`src/rtl/wide2narrow_gearbox.sv`:
```
// Width down-converter: unpacks IN_WIDTH-bit words into OUT_WIDTH-bit beats, LSB beat first.
// Optional macro W2N_UNDERRUN_CNT_EN adds a saturating underrun_cnt output.
module wide2narrow_gearbox #(
    parameter int IN_WIDTH  = 256,
    parameter int OUT_WIDTH = 16
) (
    input  logic                 clk,
    input  logic                 rst_n,
    input  logic                 flush,
    input  logic                 in_vld,
    output logic                 in_rdy,
    input  logic [IN_WIDTH-1:0]  in_data,
    output logic                 out_vld,
    input  logic                 out_rdy,
    output logic [OUT_WIDTH-1:0] out_data,
    output logic                 out_last,
    output logic                 busy
`ifdef W2N_UNDERRUN_CNT_EN
    ,
    output logic [15:0]          underrun_cnt
`endif
);

    localparam int RATIO = IN_WIDTH / OUT_WIDTH;
    // A one-beat word still needs a 1-bit counter so the compare below stays legal.
    localparam int CNT_W = (RATIO > 1) ? $clog2(RATIO) : 1;
    localparam logic [CNT_W-1:0] LAST_BEAT = CNT_W'(RATIO - 1);

    logic [IN_WIDTH-1:0] act_reg;
    logic [IN_WIDTH-1:0] pend_reg;
    logic                act_vld;
    logic                pend_vld;
    logic [CNT_W-1:0]    beat_cnt;

    logic beat_xfer;
    logic last_xfer;
    logic in_xfer;

    // in_rdy is forced low while reset is asserted, so no word is taken during reset.
    assign in_rdy    = rst_n & ~pend_vld & ~flush;
    assign out_vld   = act_vld;
    assign out_data  = act_reg[OUT_WIDTH-1:0];
    assign out_last  = act_vld & (beat_cnt == LAST_BEAT);
    assign busy      = act_vld | pend_vld;

    assign beat_xfer = act_vld & out_rdy;
    assign last_xfer = beat_xfer & (beat_cnt == LAST_BEAT);
    assign in_xfer   = in_vld & in_rdy;

    // NOTE: the data registers are reset too, so out_data reads zero straight out of reset.
    always_ff @(posedge clk or negedge rst_n) begin
        if (!rst_n) begin
            // NOTE: state uses non-blocking assignments so every branch sees pre-edge values.
            act_reg  <= '0;
            pend_reg <= '0;
            act_vld  <= 1'b0;
            pend_vld <= 1'b0;
            beat_cnt <= '0;
        end else if (flush) begin
            act_vld  <= 1'b0;
            pend_vld <= 1'b0;
            beat_cnt <= '0;
        end else if (last_xfer) begin
            // Word boundary: refill from pend first, else straight from the input.
            beat_cnt <= '0;
            if (pend_vld) begin
                act_reg  <= pend_reg;
                pend_vld <= 1'b0;
            end else if (in_xfer) begin
                act_reg <= in_data;
            end else begin
                act_vld <= 1'b0;
            end
        end else begin
            if (beat_xfer) begin
                act_reg  <= act_reg >> OUT_WIDTH;
                beat_cnt <= beat_cnt + CNT_W'(1);
            end
            if (in_xfer) begin
                if (!act_vld) begin
                    act_reg  <= in_data;
                    act_vld  <= 1'b1;
                    beat_cnt <= '0;
                end else begin
                    pend_reg <= in_data;
                    pend_vld <= 1'b1;
                end
            end
        end
    end

`ifdef W2N_UNDERRUN_CNT_EN
    logic        urun_armed;
    logic [15:0] urun_cnt;

    // Counting starts only once a word has arrived, so idle time before the first frame is ignored.
    always_ff @(posedge clk or negedge rst_n) begin
        if (!rst_n) begin
            urun_armed <= 1'b0;
            urun_cnt   <= '0;
        end else if (flush) begin
            urun_armed <= 1'b0;
            urun_cnt   <= '0;
        end else begin
            if (in_xfer) begin
                urun_armed <= 1'b1;
            end
            if (urun_armed && out_rdy && !act_vld && (urun_cnt != 16'hFFFF)) begin
                urun_cnt <= urun_cnt + 16'd1;
            end
        end
    end

    assign underrun_cnt = urun_cnt;
`endif

endmodule

```
`config.mk`:
```
export PLATFORM = sky130hd
export DESIGN_NAME = wide2narrow_gearbox
export DESIGN_NICKNAME = d
export VERILOG_FILES = /design/src/rtl/wide2narrow_gearbox.sv
export SDC_FILE = /design/constraint.sdc
export NUM_CORES = 1
export LEC_CHECK = 0
export CAP_MARGIN = 20
export CORE_MARGIN = 3
export CORE_UTILIZATION = 50
export DETAILED_ROUTE_END_ITERATION = 8
export PLACE_DENSITY = 0.7
export SYNTH_ARGS = -nofsm -noshare
export SYNTH_HDL_FRONTEND = slang
export SYNTH_SLANG_ARGS = --single-unit
```
`constraint.sdc`:
```
create_clock -name clk -period 4.7 [get_ports clk]
set_clock_uncertainty 0.15 [all_clocks]
set_input_delay 0.47 -clock clk [delete_from_list [all_inputs] [get_ports clk]]
set_output_delay 0.47 -clock clk [all_outputs]
set_load 0.05 [all_outputs]
```
## Yosys cells after proc, flatten, opt, wreduce, memory -nomap -nowiden

Cells that the tools add are included.

| cells by class | value |
|---|---|
| add/sub/neg operators | 1 |
| reductions and logical operators | 6 |
| bitwise gates (word level) | 10 |
| equality and inequality tests | 4 |
| mux-type cells | 20 |

Operators with widths:

| operator | number |
|---|---|
| two-way mux 256 bit | 6 |
| two-way mux 4 bit | 5 |
| two-way mux 1 bit | 9 |
| AND 1 bit | 6 |
| inequality test 3 bit (second input constant) | 2 |
| nonzero test 3 bit | 2 |
| adder 4 x 1 -> 4 bit (second input constant) | 1 |
| equality test 4 bit (second input constant) | 1 |
| AND reduction 2 bit | 2 |
| AND reduction 4 bit | 1 |
| inequality test 3 x 2 -> 1 bit (second input constant) | 1 |
| inverter 1 bit | 3 |
| AND reduction 3 bit | 1 |
| OR 1 bit | 1 |

| word-level totals | value |
|---|---|
| input port bits | 261 |
| output and inout port bits | 20 |
| flip-flop bits (word level) | 518 |

## Depth between registers and ports, before layout

| depth | value |
|---|---|
| depth after elaboration | 8 |
| gate-level depth with buffers | 9 |
| mapped depth without buffers | 5 |

## Worst setup path before layout

Ideal clock, no wire load.

| timing path | value |
|---|---|
| kind | reg2out |
| start | register pend_vld |
| end | output port in_rdy |
| required time | 4.080 ns |
| buffers on the path | 3 |
| setup slack | 1.920 ns |
| data arrival time | 2.160 ns |
| cell stages (with the launch flop) | 5 |
| cell sequence | dfrtp_1 -> buf_2 -> buf_2 -> clkbuf_1 -> nor3b_1 |

| between the ends | value |
|---|---|
| cells in the longest elaborated chain, start to end | 3 |

Ends and longest elaborated chain:

| item | RTL line | source |
|---|---|---|
| from (decl) | 32 | `logic pend_vld;` |
| from (signal assigned) | 57 | `pend_vld <= 1'b0;` |
| from (signal assigned) | 61 | `pend_vld <= 1'b0;` |
| from (signal assigned) | 68 | `pend_vld <= 1'b0;` |
| inverter 1 bit | 40 | `assign in_rdy = rst_n & ~pend_vld & ~flush;` |
| AND 1 bit (2 in series) | 40 |  |
| to (decl) | 11 | `output logic in_rdy,` |

No other way between the ends.

## Worst setup path after layout

| timing path | value |
|---|---|
| start | register pend_vld |
| end | register act_reg[126] |

| between the ends | value |
|---|---|
| cells in the longest elaborated chain, start to end | 6 |

Ends and longest elaborated chain:

| item | RTL line | source |
|---|---|---|
| inverter 1 bit | 40 |  |
| AND 1 bit (2 in series) | 40 |  |
| AND 1 bit | 48 | `assign in_xfer = in_vld & in_rdy;` |
| inequality test 3 x 2 -> 1 bit (no source line) or two-way mux 256 bit (tied branches) | -- |  |
| AND reduction 2 bit (no source line) or two-way mux 256 bit (tied branches) | -- |  |
| to (signal assigned) | 67 | `act_reg <= pend_reg;` |
| to (signal assigned) | 70 | `act_reg <= in_data;` |
| to (signal assigned) | 76 | `act_reg <= act_reg >> OUT_WIDTH;` |
| to (decl) | 29 | `logic [IN_WIDTH-1:0] act_reg;` |

Parallel ways exist; a longest one is shown, timed or not.
A chain may end at the register's enable or synchronous reset.

==> metrics.log <==
INFO  metric worst_hold_slack = 309 ps
INFO  metric finalWirelength = 78.2 mm
INFO  metric achievable-frequency = 0.292 GHz
INFO  metric clock_tree_root_buffer_cell = sky130_fd_sc_hd__clkbuf_16
INFO  metric report.final.hold_viol_count = 0
INFO  metric clock_insertion_delay_worst_skew = 620 ps
INFO  metric criticalPathCategory = reg2reg
INFO  metric initial_antenna_violation_count = 33
INFO  metric min_path_type = in2async
INFO  metric clock_tree.htree_level_count = 2
INFO  metric final_max_slew_viol_count = 0
INFO  metric instances_no_fill = 3,250
INFO  metric die_width = 243 µm
INFO  metric worst_ep_required_time = 5000 ps
INFO  metric crit_fanout = 57
INFO  metric portBuffers = 280
INFO  metric number_of_detailed_routing_iterations_run_before_antenna_repair = 5
INFO  metric syn-num-nets = 2,530
INFO  metric outcome = finished, final reports clean
INFO  metric p_leak = 15.0 nW
INFO  metric final_cell_mix = sky130_fd_sc_hd__dfrtp_1, sky130_fd_sc_hd__mux2i_1, sky130_fd_sc_hd__mux2_2, sky130_fd_sc_hd__clkdlybuf4s50_1, sky130_fd_sc_hd__nand2_1
INFO  metric wire_length_of_the_first_global_routing_pass = 122 mm
INFO  metric postLayoutCoreUtil = 60.0%
INFO  metric cts.reportedPaths.clkPinSlew = 60 ps
INFO  metric grt_start_max_net_pins = 179
INFO  metric worst_pin_slew = 1070 ps
INFO  metric max-slew-margin-rel = 28.8%
INFO  metric final.setup.tns = 0 ps
INFO  metric postCtsResizedCells = 0
INFO  metric initial_core_util = 50.7%
INFO  metric number_of_library_cell_types_mapped_by_synthesis = 32
INFO  metric postRouteAntennaNets = 0
INFO  metric finalSetupViolCount = 0
INFO  metric core.rowCount = 86
INFO  metric route.detailed.drc = 0
INFO  metric syn_area = 28,000 µm²
INFO  metric via_per_inst = 6.12
INFO  metric combinational_family_with_the_most_area_after_synthesis = multiplexers
INFO  metric worst-endpoint-arrival = 3720 ps
INFO  metric vdd_ir_drop_max = 309 µV
INFO  metric synth.ff_latch_count = 518
INFO  metric layout-area-overhead-vs-synth = 18.4%
INFO  metric fp.dieH = 243 µm
INFO  metric finish.net_count = 2,696
INFO  metric core_area = 55,300 µm²
INFO  metric num-fill-cells = 4,457
INFO  metric grt_pass1_vias = 20,900
INFO  metric cts_buffers = 58
INFO  metric placed_cells = 3,119
INFO  metric yosysSeqAreaShare = 46.2%
INFO  metric max_cap_violations = 0
INFO  metric cts_tree = yes
INFO  metric timing.reg2reg.setup_slack = 1270 ps
INFO  metric critical_path.startpoint_type = flop
INFO  metric wl_per_cell = 24.1 µm
INFO  metric regArea = 13,000 µm²
INFO  metric share_of_the_synthesized_area_in_compound_gates_ao_oa_aoi_oai = 8.22%
INFO  metric postSynthCellCount = 2,268
INFO  metric post_route_cells_drive_above_1_share = 22.1%
INFO  metric place_hpwl = 48.4 mm
INFO  metric pin_count = 281
INFO  metric first_iter_violations = 1,209
INFO  metric final_period_util = 72.9%
INFO  metric synth.mux.area_fraction = 37.7%
INFO  metric synth_xor_area_share = 0.0937%
INFO  metric gpl.final_weighted_congestion = 0.802
INFO  metric grtUsageTotal = 25.8%
INFO  metric synth_simple_gate_area_share = 3.85%
INFO  metric layout_commonest_cell = sky130_fd_sc_hd__dfrtp_1
INFO  metric rsz0062_at_grt = false
INFO  metric area_of_combinational_cells_with_multiple_inputs = 14,000 µm²
INFO  metric period_needed = 3430 ps
INFO  metric cts_sinks = 518
INFO  metric synth-warning-count = 0
INFO  metric average_size_of_a_mapped_cell = 12.4 µm²
INFO  metric die_area = 59,000 µm²
INFO  metric ctsLongestPathBuffers = 3
INFO  metric dr_total_vias = 19,900
INFO  metric power.density = 413 nW/µm²
INFO  metric post_synth_fa_ha_maj_area_fraction = 0.0446%
INFO  metric setup.worst_path.end_class = flop
INFO  metric gr_ovfl_total = 0
INFO  metric cts_setup_buffers = 0
## final timing paths
check,startpoint,endpoint,depth (start not counted)
max,pend_vld$_DFFE_PN0P_,act_reg[126]$_DFFE_PN0P_,4
min,rst_n,pend_reg[111]$_DFFE_PN0P_,2
min reg2reg,pend_reg[232]$_DFFE_PN0P_,pend_reg[232]$_DFFE_PN0P_,1
max in group asynchronous,rst_n,pend_vld$_DFFE_PN0P_,4
max reg2reg,pend_vld$_DFFE_PN0P_,act_reg[126]$_DFFE_PN0P_,4
min in group clk,pend_reg[232]$_DFFE_PN0P_,pend_reg[232]$_DFFE_PN0P_,1
## power breakdown
part,internal [mW],switching [mW]
clock,2.61,1.85
combinational,1.65,1.22
sequential,5.55,0.841
total,9.81,3.91
## Yosys cell counts (all sizes together)
cell type  instances  area share [%]
a21oi              2           0.036
or4b               1           0.036
xor2               2           0.062
or2                1           0.022
a311oi             1           0.031
nor3               5           0.089
buf              139             2.9
or3                1           0.022
mux2i            497              18
dfrtp            518              46
nor2              18            0.25
a21o               2           0.054
a221o             16            0.57
inv                1           0.013
and3b              1           0.031
clkbuf            75             1.0
a31o               1           0.031
and3               1           0.022
nand2            243             3.3
o221ai           240             7.5
nand4              1           0.022
nor3b              1           0.027
nand3b             1           0.027
ha                 1           0.045
xnor2              1           0.031
mux2             496              20
and2               2           0.045
## metrics by stage
step	power [mW]	cell area, µm²	setup WS, ps
floorplan	8.22	28000	1920
global placement	9.10	31200	1330
finish	13.7	33200	1270
global route	14.4	33200	1150
detailed placement	9.33	31200	1300
CTS	13.8	33100	1280
## layout make-up
cell class,count,area share [%]
inverter,1,0.0113
multi-input combinational,1535,42.2
antenna,27,0.203
sequential,518,39.0
clock inverter,11,0.249
timing repair buffer,320,10.1
tap,748,2.82
clock buffer,90,5.32
## what timing repair did
item | in CTS | in global routing
endpoints found under the hold margin | 81 | 0
hold buffers | 1 | 0
setup endpoints to repair | 0 | 0
## metal layers
layer	track usage (%)	vias up	wire length [µm]
met5	0	-	80
met4	11.7	12	2390
met3	4.77	126	4490
met2	41.4	540	38100
met1	34.3	10300	33200
li1	-	8909	-
## logic make-up after synthesis
group	after synthesis
mux	993
flops	518
simple gates	276
compound gates	262
buf+inv	215
xor+xnor	3
fa+ha+maj	1
## critical path, cell delays in order, from the launching register on
cell                       delay, ps
sky130_fd_sc_hd__dfrtp_4        1070
sky130_fd_sc_hd__buf_4           690
sky130_fd_sc_hd__buf_4           790
sky130_fd_sc_hd__mux2i_1         270
sky130_fd_sc_hd__o221ai_1        160
(Power assumes the default switching activity.)
